`src/rtl/odin_aer_pkg.sv`:
```
// Shared register map, status bit layout and handshake FSM encoding
// for the AER-output-to-OBI bridge.
package odin_aer_pkg;

    localparam logic [31:0] AER_DATA_OFS   = 32'h0000_0000;
    localparam logic [31:0] AER_STATUS_OFS = 32'h0000_0004;
    localparam logic [31:0] AER_CTRL_OFS   = 32'h0000_0008;

    localparam int unsigned STAT_OVF_BIT     = 31;
    localparam int unsigned STAT_FULL_BIT    = 30;
    localparam int unsigned STAT_EMPTY_BIT   = 29;
    localparam int unsigned STAT_COUNT_W     = 16;
    localparam int unsigned DATA_VALID_BIT   = 31;
    localparam int unsigned CTRL_FLUSH_BIT   = 0;
    localparam int unsigned CTRL_CLR_OVF_BIT = 1;

    typedef enum logic {
        IDLE   = 1'b0,
        ACK_HI = 1'b1
    } aer_fsm_e;

    // Word index of a register offset; only address bits [3:2] are decoded.
    function automatic logic [1:0] reg_index(input logic [31:0] ofs);
        return ofs[3:2];
    endfunction

endpackage

```
`src/rtl/aer_evt_fifo.sv`:
```
// Event FIFO with first-word-fall-through read data, flush, and a drop
// indication for pushes that find no free slot.
module aer_evt_fifo #(
    parameter int unsigned WIDTH = 8,
    parameter int unsigned DEPTH = 16
) (
    input  logic                     clk_i,
    input  logic                     rst_ni,
    input  logic                     i_push,
    input  logic                     i_pop,
    input  logic                     i_flush,
    input  logic [WIDTH-1:0]         i_wdata,
    output logic [WIDTH-1:0]         o_rdata,
    output logic                     o_full,
    output logic                     o_empty,
    output logic                     o_drop,
    output logic [$clog2(DEPTH):0]   o_count
);

    localparam int unsigned PTR_W = $clog2(DEPTH);

    logic [PTR_W-1:0] r_wptr;
    logic [PTR_W-1:0] r_rptr;
    logic [PTR_W:0]   r_count;
    logic [WIDTH-1:0] r_mem [DEPTH];

    logic w_full;
    logic w_empty;
    logic w_do_pop;
    logic w_do_push;

    assign w_full  = (r_count == (PTR_W+1)'(DEPTH));
    assign w_empty = (r_count == '0);

    // A pop in the same cycle frees the slot a push on a full FIFO needs.
    assign w_do_pop  = i_pop && !w_empty && !i_flush;
    assign w_do_push = i_push && !i_flush && (!w_full || w_do_pop);
    assign o_drop    = i_push && !i_flush && w_full && !w_do_pop;

    always_ff @(posedge clk_i or negedge rst_ni) begin
        if (!rst_ni) begin
            r_wptr  <= '0;
            r_rptr  <= '0;
            r_count <= '0;
        end else if (i_flush) begin
            r_wptr  <= '0;
            r_rptr  <= '0;
            r_count <= '0;
        end else begin
            if (w_do_push) begin
                r_wptr <= r_wptr + 1'b1;
            end
            if (w_do_pop) begin
                r_rptr <= r_rptr + 1'b1;
            end
            case ({w_do_push, w_do_pop})
                2'b10:   r_count <= r_count + 1'b1;
                2'b01:   r_count <= r_count - 1'b1;
                default: r_count <= r_count;
            endcase
        end
    end

    always_ff @(posedge clk_i) begin
        if (w_do_push) begin
            r_mem[r_wptr] <= i_wdata;
        end
    end

    assign o_rdata = r_mem[r_rptr];
    assign o_full  = w_full;
    assign o_empty = w_empty;
    assign o_count = r_count;

endmodule

```
`src/rtl/aer_out_to_obi.sv`:
```
// Receives tinyODIN output spikes over a 4-phase AER handshake, buffers them,
// and exposes them to the CPU through an OBI slave with pop-on-read DATA.
module aer_out_to_obi
    import odin_aer_pkg::*;
#(
    parameter int unsigned NUM_NEU     = 8,
    parameter int unsigned FIFO_DEPTH  = 16,
    parameter int unsigned SYNC_STAGES = 2
) (
    input  logic               clk_i,
    input  logic               rst_ni,
    input  logic               obi_req_i,
    input  logic               obi_we_i,
    input  logic [31:0]        obi_addr_i,
    input  logic [3:0]         obi_be_i,
    input  logic [31:0]        obi_wdata_i,
    output logic               obi_gnt_o,
    output logic               obi_rvalid_o,
    output logic [31:0]        obi_rdata_o,
    input  logic [NUM_NEU-1:0] AEROUT_ADDR,
    input  logic               AEROUT_REQ,
    output logic               AEROUT_ACK,
    output logic               irq_o
);

    localparam int unsigned CNT_W = $clog2(FIFO_DEPTH) + 1;
    localparam logic [1:0] REG_DATA   = reg_index(AER_DATA_OFS);
    localparam logic [1:0] REG_STATUS = reg_index(AER_STATUS_OFS);
    localparam logic [1:0] REG_CTRL   = reg_index(AER_CTRL_OFS);

    logic [SYNC_STAGES-1:0] r_req_sync;
    aer_fsm_e               r_state;
    logic                   r_ack;
    logic                   r_ovf;
    logic                   r_irq;
    logic                   r_rvalid;
    logic [31:0]            r_rdata;

    logic                   w_req_s;
    logic                   w_push;
    logic                   w_pop;
    logic                   w_flush;
    logic                   w_clr_ovf;
    logic                   w_drop;
    logic                   w_full;
    logic                   w_empty;
    logic [CNT_W-1:0]       w_count;
    logic [NUM_NEU-1:0]     w_fifo_rdata;
    logic [1:0]             w_reg_sel;
    logic [31:0]            w_rdata_nxt;
    logic                   w_unused_bits;

    assign w_unused_bits = ^{obi_be_i, obi_addr_i[31:4], obi_addr_i[1:0], obi_wdata_i[31:2]};

    always_ff @(posedge clk_i or negedge rst_ni) begin
        if (!rst_ni) begin
            r_req_sync <= '0;
        end else begin
            r_req_sync <= {r_req_sync[SYNC_STAGES-2:0], AEROUT_REQ};
        end
    end

    assign w_req_s = r_req_sync[SYNC_STAGES-1];

    // Exactly one push per REQ high phase: the push fires on the IDLE->ACK_HI step.
    assign w_push = (r_state == IDLE) && w_req_s;

    always_ff @(posedge clk_i or negedge rst_ni) begin
        if (!rst_ni) begin
            r_state <= IDLE;
            r_ack   <= 1'b0;
        end else begin
            case (r_state)
                IDLE: begin
                    if (w_req_s) begin
                        r_ack   <= 1'b1;
                        r_state <= ACK_HI;
                    end
                end
                ACK_HI: begin
                    if (!w_req_s) begin
                        r_ack   <= 1'b0;
                        r_state <= IDLE;
                    end
                end
                default: begin
                    r_ack   <= 1'b0;
                    r_state <= IDLE;
                end
            endcase
        end
    end

    aer_evt_fifo #(
        .WIDTH (NUM_NEU),
        .DEPTH (FIFO_DEPTH)
    ) u_fifo (
        .clk_i   (clk_i),
        .rst_ni  (rst_ni),
        .i_push  (w_push),
        .i_pop   (w_pop),
        .i_flush (w_flush),
        .i_wdata (AEROUT_ADDR),
        .o_rdata (w_fifo_rdata),
        .o_full  (w_full),
        .o_empty (w_empty),
        .o_drop  (w_drop),
        .o_count (w_count)
    );

    assign w_reg_sel = reg_index(obi_addr_i);

    always_comb begin
        w_pop       = 1'b0;
        w_flush     = 1'b0;
        w_clr_ovf   = 1'b0;
        w_rdata_nxt = '0;
        if (obi_req_i) begin
            if (obi_we_i) begin
                if (w_reg_sel == REG_CTRL) begin
                    w_flush   = obi_wdata_i[CTRL_FLUSH_BIT];
                    w_clr_ovf = obi_wdata_i[CTRL_CLR_OVF_BIT];
                end
            end else begin
                case (w_reg_sel)
                    REG_DATA: begin
                        if (!w_empty) begin
                            w_pop                       = 1'b1;
                            w_rdata_nxt[DATA_VALID_BIT] = 1'b1;
                            w_rdata_nxt[NUM_NEU-1:0]    = w_fifo_rdata;
                        end
                    end
                    REG_STATUS: begin
                        w_rdata_nxt[STAT_OVF_BIT]       = r_ovf;
                        w_rdata_nxt[STAT_FULL_BIT]      = w_full;
                        w_rdata_nxt[STAT_EMPTY_BIT]     = w_empty;
                        w_rdata_nxt[STAT_COUNT_W-1:0]   = STAT_COUNT_W'(w_count);
                    end
                    default: w_rdata_nxt = '0;
                endcase
            end
        end
    end

    // A drop in the same cycle as clear-overflow keeps the flag set.
    always_ff @(posedge clk_i or negedge rst_ni) begin
        if (!rst_ni) begin
            r_ovf    <= 1'b0;
            r_irq    <= 1'b0;
            r_rvalid <= 1'b0;
            r_rdata  <= '0;
        end else begin
            if (w_drop) begin
                r_ovf <= 1'b1;
            end else if (w_clr_ovf) begin
                r_ovf <= 1'b0;
            end
            r_irq    <= !w_empty;
            r_rvalid <= obi_req_i;
            r_rdata  <= w_rdata_nxt;
        end
    end

    assign obi_gnt_o    = obi_req_i;
    assign obi_rvalid_o = r_rvalid;
    assign obi_rdata_o  = r_rdata;
    assign AEROUT_ACK   = r_ack;
    assign irq_o        = r_irq;

endmodule
```
`config.mk`:
```
export PLATFORM = sky130hd
export DESIGN_NAME = aer_out_to_obi
export DESIGN_NICKNAME = d
export VERILOG_FILES = /design/src/rtl/odin_aer_pkg.sv /design/src/rtl/aer_evt_fifo.sv /design/src/rtl/aer_out_to_obi.sv
export SDC_FILE = /design/constraint.sdc
export NUM_CORES = 1
export LEC_CHECK = 0
export BUFFER_PORTS_ARGS = -buffer_cell sky130_fd_sc_hd__buf_2
export CORE_UTILIZATION = 62
export CTS_BUF_LIST = sky130_fd_sc_hd__clkbuf_8
export CTS_CLUSTER_DIAMETER = 80
export CTS_CLUSTER_SIZE = 12
export DETAILED_ROUTE_END_ITERATION = 6
export PLACE_DENSITY = 0.88
export SLEW_MARGIN = 20
export SYNTH_ARGS = -nofsm -noshare
export SYNTH_HDL_FRONTEND = slang
export SYNTH_HIERARCHICAL = 1
export SYNTH_SLANG_ARGS = --single-unit
```
`constraint.sdc`:
```
create_clock -name clk_i -period 7.15 [get_ports clk_i]
set_input_delay 2.145 -clock clk_i [delete_from_list [all_inputs] [get_ports clk_i]]
set_output_delay 2.145 -clock clk_i [all_outputs]
set_load 0.1 [all_outputs]
```
[Word-level counts from Yosys, hierarchy flattened]
Memories as Yosys holds them, arrays and structs flattened.
Index checks and enable logic that the tools add are counted.
Cells by class
  add/sub/neg operators: 4
  multiply operators: 0
  eq/ne operators: 7
  reductions and logical operators: 19
  divide/modulo/power cells: 0
  muxes and demuxes: 30
  bitwise gates (word level): 1
  shifts and indexed selects: 0
  $lt $le $gt $ge: 0
Operator list (number)
  two-way mux 32 bit: 2
  two-way mux 1 bit: 17
  two-way mux 4 bit: 4
  one-hot mux 8 bit (2 select lines): 1
  one-hot mux 5 bit (2 select lines): 1
  adder 4 x 1 -> 4 bit (second input constant): 2
  two-way mux 8 bit: 1
  logical AND 1 bit: 7
  nonzero test 2 bit: 3
  adder 5 x 1 -> 5 bit (second input constant): 1
  == test 5 bit (second input constant): 1
  logical NOT 5 bit: 1
  two-way mux 5 bit: 1
  subtractor 5 x 1 -> 5 bit (second input constant): 1
  == test 2 x 1 -> 1 bit (second input constant): 2
  == test 2 bit (second input constant): 2
  logical NOT 1 bit: 4
  != test 2 bit (second input constant): 2
  one-hot mux 1 bit (2 select lines): 2
  nonzero test 3 bit: 1
  logical NOT 2 bit: 1
  two-way mux 2 bit: 1
  AND reduction 2 bit: 1
  logical OR 1 bit: 1
  inverter 1 bit: 1
Storage, ports and cells
  memory bits (writable): 128
  bits in registers: 52
  memory bits (read-only): 0
  latch bits: 0
  memories kept: 1
Memory list
  u_fifo.r_mem: depth 16, bits a word 8, read ports 1, clocked after Yosys merged registers in 0, write ports 1, line aer_evt_fifo.sv:25  | logic [WIDTH-1:0] r_mem [DEPTH];

[Longest topological paths before layout]
Gate-level depths: netlist (run 1).
  word-level depth: 12
  depth in mapped cells: 12
  gate-level depth less buffers: 11

[Hierarchy]
The synthesis (run 1) kept the hierarchy.
By module, submodules not included
  aer_evt_fifo: sequential area each 4169.0 um^2, cells an instance 349, area an instance 5923.2 um^2, instances 1
  aer_out_to_obi: sequential area each 450.4 um^2, cells an instance 79, area an instance 877.1 um^2, instances 1

[Least setup slack after synthesis (run 1)]
Ideal clock, no wire load.
  path type: input to register
  start: input obi_we_i
  end: register u_fifo.r_count[4] (netlist: u_fifo/o_count[4])
  stages: 10
  setup slack: 2.237 ns
  setup time: 0.104 ns
  path buffers: 1
  arrival: 4.809 ns
  data required time: 7.046 ns
  cell sequence: or3b_1 > buf_6 > nor3_2 > o21ai_2 > or3_1 > fa_1 > nand2b_1 > a21oi_1 > mux2_2 > a221oi_1
On the way
  word-level cells in the longest chain between the ends: 9
RTL lines
  start: declaration: line aer_out_to_obi.sv:13  | input logic obi_we_i,
  two-way mux 1 bit *: line aer_out_to_obi.sv:119  | if (obi_we_i) begin
  two-way mux 1 bit *: line aer_out_to_obi.sv:118  | if (obi_req_i) begin
  via w_pop: line aer_out_to_obi.sv:41  | logic w_pop;
  logical AND 1 bit * (2 in a row): line aer_evt_fifo.sv:36  | assign w_do_pop = i_pop && !w_empty && !i_flush;
  logical OR 1 bit: line aer_evt_fifo.sv:37  | assign w_do_push = i_push && !i_flush && (!w_full || w_do_pop);
  logical AND 1 bit: line aer_evt_fifo.sv:37
  == test 2 x 1 -> 1 bit / == test 2 bit (equally long branches): line aer_evt_fifo.sv:56  | case ({w_do_push, w_do_pop})
  one-hot mux 5 bit (2 select lines): line aer_evt_fifo.sv:56
  two-way mux 5 bit: line aer_evt_fifo.sv:45  | end else if (i_flush) begin
  end signal: assignment: line aer_evt_fifo.sv:57  | 2'b10: r_count <= r_count + 1'b1;
  end signal: assignment: line aer_evt_fifo.sv:58  | 2'b01: r_count <= r_count - 1'b1;
  end signal: assignment: line aer_evt_fifo.sv:59  | default: r_count <= r_count;
  end: declaration: line aer_evt_fifo.sv:24  | logic [PTR_W:0] r_count;
Mark *: on every way through the listed nets, which the timed path passes. The rest lies on a longest branch.
A chain may end at the register's enable or synchronous reset.

[Worst setup path in the final report (run 1)]
Ends and elaborated chain as after synthesis.

==> run metrics, run 1 <==
DRC viols 0; Power Density between 300 and 400 mW/mm2; compound-cell area share of the yosys netlist 6.329%; DP HPWL 8255 um; Initial Utilization around two thirds; fmax 193.3 MHz; layout cells sized above 1 21.10%; Routed WL 12600 um; post-synthesis mux area share 11.57%; initial antenna violation count 0; DR WL/cell slightly above 20 um; Adder-Cell Fraction of Synth Area 1.950%; Final nets 552; DR top layer met4; Clock Latency Late Sink 450 ps; Clock Skew 10.80 ps; EDFF count, synth 128; Setup crit end kind register; Seq/Total Area, Yosys roughly 68%; Slew Limit Headroom between 40 and 50%; Detail Route met3 WL roughly 1000 um; setup violators final 0; Synth top cells by count edfxtp_1 (128), mux2i_1 (37), dfrtp_1 (31); Fin. Hold Viols 0; number of global-route vias before repair 3830; Filler cells 634; Initial DRT Pass Iterations 5; setup bufs post-CTS 0; Crit path arrival time around 5500 ps; reg2reg setup slack 3260 ps; CP Max Fanout 7; Distinct cells, synth 44; LEAKAGE 0.002751 uW; main combinational cell family by area after synthesis multiplexers; largest net degree at the start of global routing 52; syn_area_per_cell 15.89 um2; Sink Count 159; I/O pins roughly 120; Slew @ Worst Pin 891.4 ps; Reg area 0.004621 mm2; via/cell ratio between 6 and 7; CTS Hold Buffers Added 0; die height 106.7 um; post-route ant nets 0; final slew viol count 0; critical path class primary input to register; Die Wd ~110 um; most common cell in the netlist edfxtp_1; Cell Area, Synth 0.006800 mm2; Core ar. around 0.010 mm2; die area around 0.011 mm2; Post-Synthesis Cells 428; Num CTS Buffers 17; ANT cells 0; Worst-path clk slew about 90 ps; Max-cap violations 0; hold slack approximately 360 ps; total congestion overflow 0; asr flop ratio synth between 10% and 20%; htree depth 4; period utilization 72.37%; port bufs 31; met1 wire length 5103 um; Yosys top cell area share 56.52%; maximum vdd ir drop between 150 and 200 uV; DR iter-0 viols 475; Synth Register Bits about 160; CTS Buffer Depth 2; CTS resizes 0; Syn. warnings 6; setup TNS 0 ps; CTS Root Cell clkbuf_8; largest cells by area after synthesis edfxtp_1 (57%), dfrtp_1 (11%), mux2i_1 (5.4%); HP Class register to register; Rows 37; global-route wire length before repair 19910 um; Via Count 3813; Synth area leader edfxtp_1; GRT Util Overall 24.38%; area grow syn2layout 7.948%; Most used DFF post-synth edfxtp_1; Critical Path Start Type primary input; outcome finished, final reports clean; GP Congestion 0.8117; Multi-input gate area ~0.0019 mm2; CP required 7480 ps; WL met2 6220 um; Simple-Gate Fraction of Synth Area 6.569%; RSZ-0062 raised after global routing false; CTS tree yes; Min Clock Period, post-route 5175 ps; Synth Area in XOR/XNOR less than 1%
report_power, final:
group / total [uW] / internal, uW / switching (uW) / leakage [uW]
Clock: 601 / 266 / 336 / 0.000191
Combinational: 749 / 277 / 472 / 0.00102
Sequential: 1140 / 1070 / 71.4 / 0.00155
Total: 2490 / 1620 / 879 / 0.00275
area by class of cell:
class / count / area share (%)
clock inverter: 13 / 1.381
multi-input combinational: 231 / 26.30
sequential: 159 / 62.95
inverter: 15 / 0.7670
clock buffer: 19 / 3.562
timing repair buffer: 37 / 2.727
tap: 136 / 2.318
registers in the layout, indices dropped and copies added (netlist names):
register / cells
r_state: 1
obi_rvalid_o: 1
u_fifo/r_wptr: 4
obi_rdata_o: 11
u_fifo/o_count: 5
u_fifo/r_mem: 128
AEROUT_ACK: 1
u_fifo/r_rptr: 4
irq_o: 1
r_req_sync: 2
r_ovf: 1
per-stage QoR:
step	instance area [um2]	total power, uW	setup WS [ps]	instances	utilization, %
2_1_floorplan	6875	1732	2237	448	-
3_3_place_gp	6975	1864	1809	578	66.67
3_5_place_dp	6978	1898	1623	578	66.69
4_1_cts	7341	2497	2088	610	70.16
5_1_grt	7341	2599	1865	610	70.16
6_report	7341	2494	1975	610	70.16
cells by family (layout without fill, tap and decap cells):
family | after synthesis | count (layout)
flip-flops | 159 | 159
buffers and inverters | 58 | 84
AO/OA/AOI/OAI | 56 | 56
adder cells (fa/ha/maj) | 10 | 10
AND/OR/NAND/NOR | 80 | 80
XOR/XNOR | 6 | 6
other | 1 | 21
multiplexers | 58 | 58
routing by layer:
metal	track usage, %	vias to the layer above
met4	10.57	0
met5	0	-
met1	31.85	1913
met2	38.66	210
li1	-	1661
met3	6.809	29
final timing paths:
check                                         startpoint                       endpoint  depth (start not counted)
setup / recovery                                obi_we_i  u_fifo/o_count[4]$_DFFE_PN0P_                         10
hold / removal                   r_req_sync[0]$_DFF_PN0_        r_req_sync[1]$_DFF_PN0_                          0
setup reg to reg           u_fifo/o_count[1]$_DFFE_PN0P_  u_fifo/o_count[4]$_DFFE_PN0P_                         11
hold reg to reg                  r_req_sync[0]$_DFF_PN0_        r_req_sync[1]$_DFF_PN0_                          0
max in group asynchronous                         rst_ni   u_fifo/r_rptr[0]$_DFFE_PN0P_                          1
min in group asynchronous                         rst_ni   u_fifo/r_rptr[2]$_DFFE_PN0P_                          1
layout by cell type, fill, tap and decap left out, types with 7 or more instances in the layout:
| master | netlist | final |
|---|---|---|
| a221oi_1 | 17 | 17 |
| a22oi_1 | 8 | 8 |
| and2_1 | 11 | 11 |
| and3_1 | 7 | 7 |
| buf_2 | 10 | 31 |
| clkbuf_8 | 0 | 19 |
| conb_1 | 1 | 21 |
| dfrtp_1 | 31 | 30 |
| edfxtp_1 | 128 | 128 |
| ha_1 | 9 | 9 |
| inv_1 | 14 | 14 |
| mux2i_1 | 37 | 37 |
| mux4_2 | 16 | 16 |
| nand2_1 | 14 | 14 |
| nor2_1 | 21 | 21 |
| o21ai_0 | 10 | 10 |
critical path, stage by stage:
cell and delay [ps]:
buf_2 110, or3b_1 520, nor3_2 410, o21ai_2 200
or3_1 390, fa_1 410, nand2b_1 160, a21oi_1 390
mux2_2 410, a221oi_1 350
Power figures use the tool's default switching activity.
==> run 2: changes to the inputs <==
--- a/config.mk
+++ b/config.mk
@@ -6,12 +6,12 @@
 export NUM_CORES = 1
 export LEC_CHECK = 0
 export BUFFER_PORTS_ARGS = -buffer_cell sky130_fd_sc_hd__buf_2
-export CORE_UTILIZATION = 62
+export CORE_UTILIZATION = 58
 export CTS_BUF_LIST = sky130_fd_sc_hd__clkbuf_8
 export CTS_CLUSTER_DIAMETER = 80
 export CTS_CLUSTER_SIZE = 12
 export DETAILED_ROUTE_END_ITERATION = 6
-export PLACE_DENSITY = 0.88
+export PLACE_DENSITY = 0.83
 export SLEW_MARGIN = 20
 export SYNTH_ARGS = -nofsm -noshare
 export SYNTH_HDL_FRONTEND = slang
==> constraint.sdc (replaced) <==
create_clock -name clk_i -period 5 [get_ports clk_i]
set_input_delay 1.5 -clock clk_i [delete_from_list [all_inputs] [get_ports clk_i]]
set_output_delay 1.5 -clock clk_i [all_outputs]
set_load 0.1 [all_outputs]
==> run 2 against run 1 <==
Worst hold slack improved by 6.1 ps. Final area grew 0.97%. Non-clock buffer count rose by 3. Clock skew fell by 0.69 ps. Global-route usage shrank 2.3 points. Final cell count grew 1.6%. First-iteration DRC count shrank 40%. Clock power is 56% higher. Utilization fell by 5.2 points.
==> run metrics, run 2 (same netlist as run 1, synthesis figures left out) <==
Critical Path Start Type primary input; HP Class register to register; Routed WL 12350 um (-2.0%); total congestion overflow 0 (unchanged); Max-cap violations 0 (unchanged); DR iter-0 viols 284 (-40%); CP Max Fanout 6 (-1); Slew @ Worst Pin 986.3 ps (+94.87 ps); hold slack 363.3 ps (+6.116 ps); outcome finished, final reports clean; CTS tree yes; period utilization 82.07%; setup bufs post-CTS 0 (unchanged); Clock Latency Late Sink 440 ps (about the same); CTS Root Cell clkbuf_8; crit path launch obi_we_i; GRT Util Overall 22.05% (-2.3 points); DR WL/cell 19.92 um (-3.6%); critical path class primary input to register; Die Wd 110.3 um (+3.3%); Worst-path clk slew 80 ps (about the same); global-route wire length before repair 18510 um (-7.0%); setup TNS 0 ps (unchanged); Clock Skew 10.11 ps (-0.6891 ps); Layout Utilization 64.91% (-5.2 points); area grow syn2layout 8.997%; initial antenna violation count 0 (unchanged); DP HPWL 8152 um (-1.2%); I/O pins 117 (unchanged); Core ar. 0.01142 mm2 (+9.1%); Multi-input gate area 0.001931 mm2 (unchanged); most frequent cells in the layout edfxtp_1 (128), mux2i_1 (37), buf_2 (31); setup violators final 0 (unchanged); final slew viol count 0 (unchanged); Num CTS Buffers 17 (unchanged); Setup crit end kind register; Min Clock Period, post-route approximately 4100 ps; Final nets 555 (+0.54%); Via Count 3693 (-3.1%); Filler cells 778 (+23%); setup ws final 896.6 ps (-1079 ps); largest net degree at the start of global routing 33 (-37%); ANT cells 0 (unchanged); Fin. Hold Viols 0 (unchanged); DRC viols 0 (unchanged); Initial Utilization 59.56% (-5.4 points); port bufs 31 (unchanged); maximum vdd ir drop 345.6 uV (+83%); Sink Count 159 (unchanged); Place WS 511.6 ps (-1111 ps); layout cells sized above 1 21.59% (+0.50 points); number of global-route vias before repair 3500 (-8.6%); max FFs per register 128 (unchanged); Crit Reg-Reg Startpoint u_fifo/o_count[1]$_DFFE_PN0P_; htree depth 4 (unchanged); Power Density 490.9 mW/mm2 (+44%); Slew Limit Headroom 34.00% (-6.6 points); Initial DRT Pass Iterations 4 (-1); fmax 243.7 MHz; Crit path arrival time 4430 ps (-1070 ps); RSZ-0062 raised after global routing false; commonest non-fill, non-tap cell in the layout edfxtp_1; worst hold start r_req_sync[0]$_DFF_PN0_; LEAKAGE 0.002785 uW (+1.2%); CTS Hold Buffers Added 0 (unchanged); CP required 5330 ps (-2150 ps); CTS resizes 0 (unchanged); via/cell ratio 5.956 (-4.7%); Rows 39 (+5.4%); post-route ant nets 0 (unchanged); CTS Buffer Depth 2 (unchanged); Reg area 0.004621 mm2 (unchanged); Power Total 3639 uW (+46%); die area 0.01216 mm2 (+6.8%); Top reg by flops u_fifo/r_mem; die height 110.3 um (+3.3%); GP Congestion 0.7819 (-3.7%)
[run 2: cell type report]
class,instances,share of cell area (%)
clock buffers,17,3.157
clock inverters,15,2.279
inverters,15,0.7596
multi-input cells,231,26.05
flip-flops and latches,159,62.34
well taps,143,2.414
repair buffers,40,3.005
[run 2: routing by layer]
metal | vias to the layer above | wire length (um) | global-route usage, %
li1 | 1678 | - | -
met1 | 1857 | 5218 | 28.31
met2 | 138 | 6199 | 35.54
met3 | 20 | 633 | 5.291
met4 | 0 | 301 | 10.71
met5 | - | 0 | 0
[run 2: through the flow]
step           area [um2]  instances
2_1_floorplan        6875        448
3_3_place_gp         7007        588
3_5_place_dp         7009        588
4_1_cts              7412        620
5_1_grt              7412        620
6_report             7412        620
[run 2: path summary, 6_finish.rpt]
path / endpoint / slack [ps] / depth (start not counted)
max: u_fifo/o_count[4]$_DFFE_PN0P_ / 900 / 10
min: r_req_sync[1]$_DFF_PN0_ / 360 / 0
max reg2reg: u_fifo/o_count[4]$_DFFE_PN0P_ / 1440 / 11
min reg2reg: r_req_sync[1]$_DFF_PN0_ / 360 / 0
max in group asynchronous: u_fifo/r_rptr[0]$_DFFE_PN0P_ / 3430 / 1
min in group asynchronous: obi_rvalid_o$_DFF_PN0_ / 1090 / 1
[run 2: power by group]
| part | internal (uW) | switching [uW] |
|---|---|---|
| logic | 398 | 576 |
| clock network | 459 | 481 |
| registers | 1530 | 192 |
| total | 2390 | 1250 |
[run 2: critical path: stages]
cell and delay [ps]:
buf_2 110, or3b_1 520, nor3_2 220, o21ai_2 120, or3_1 380, fa_1 420
nand2b_1 160, a21oi_1 340, mux2_2 380, a221oi_1 280
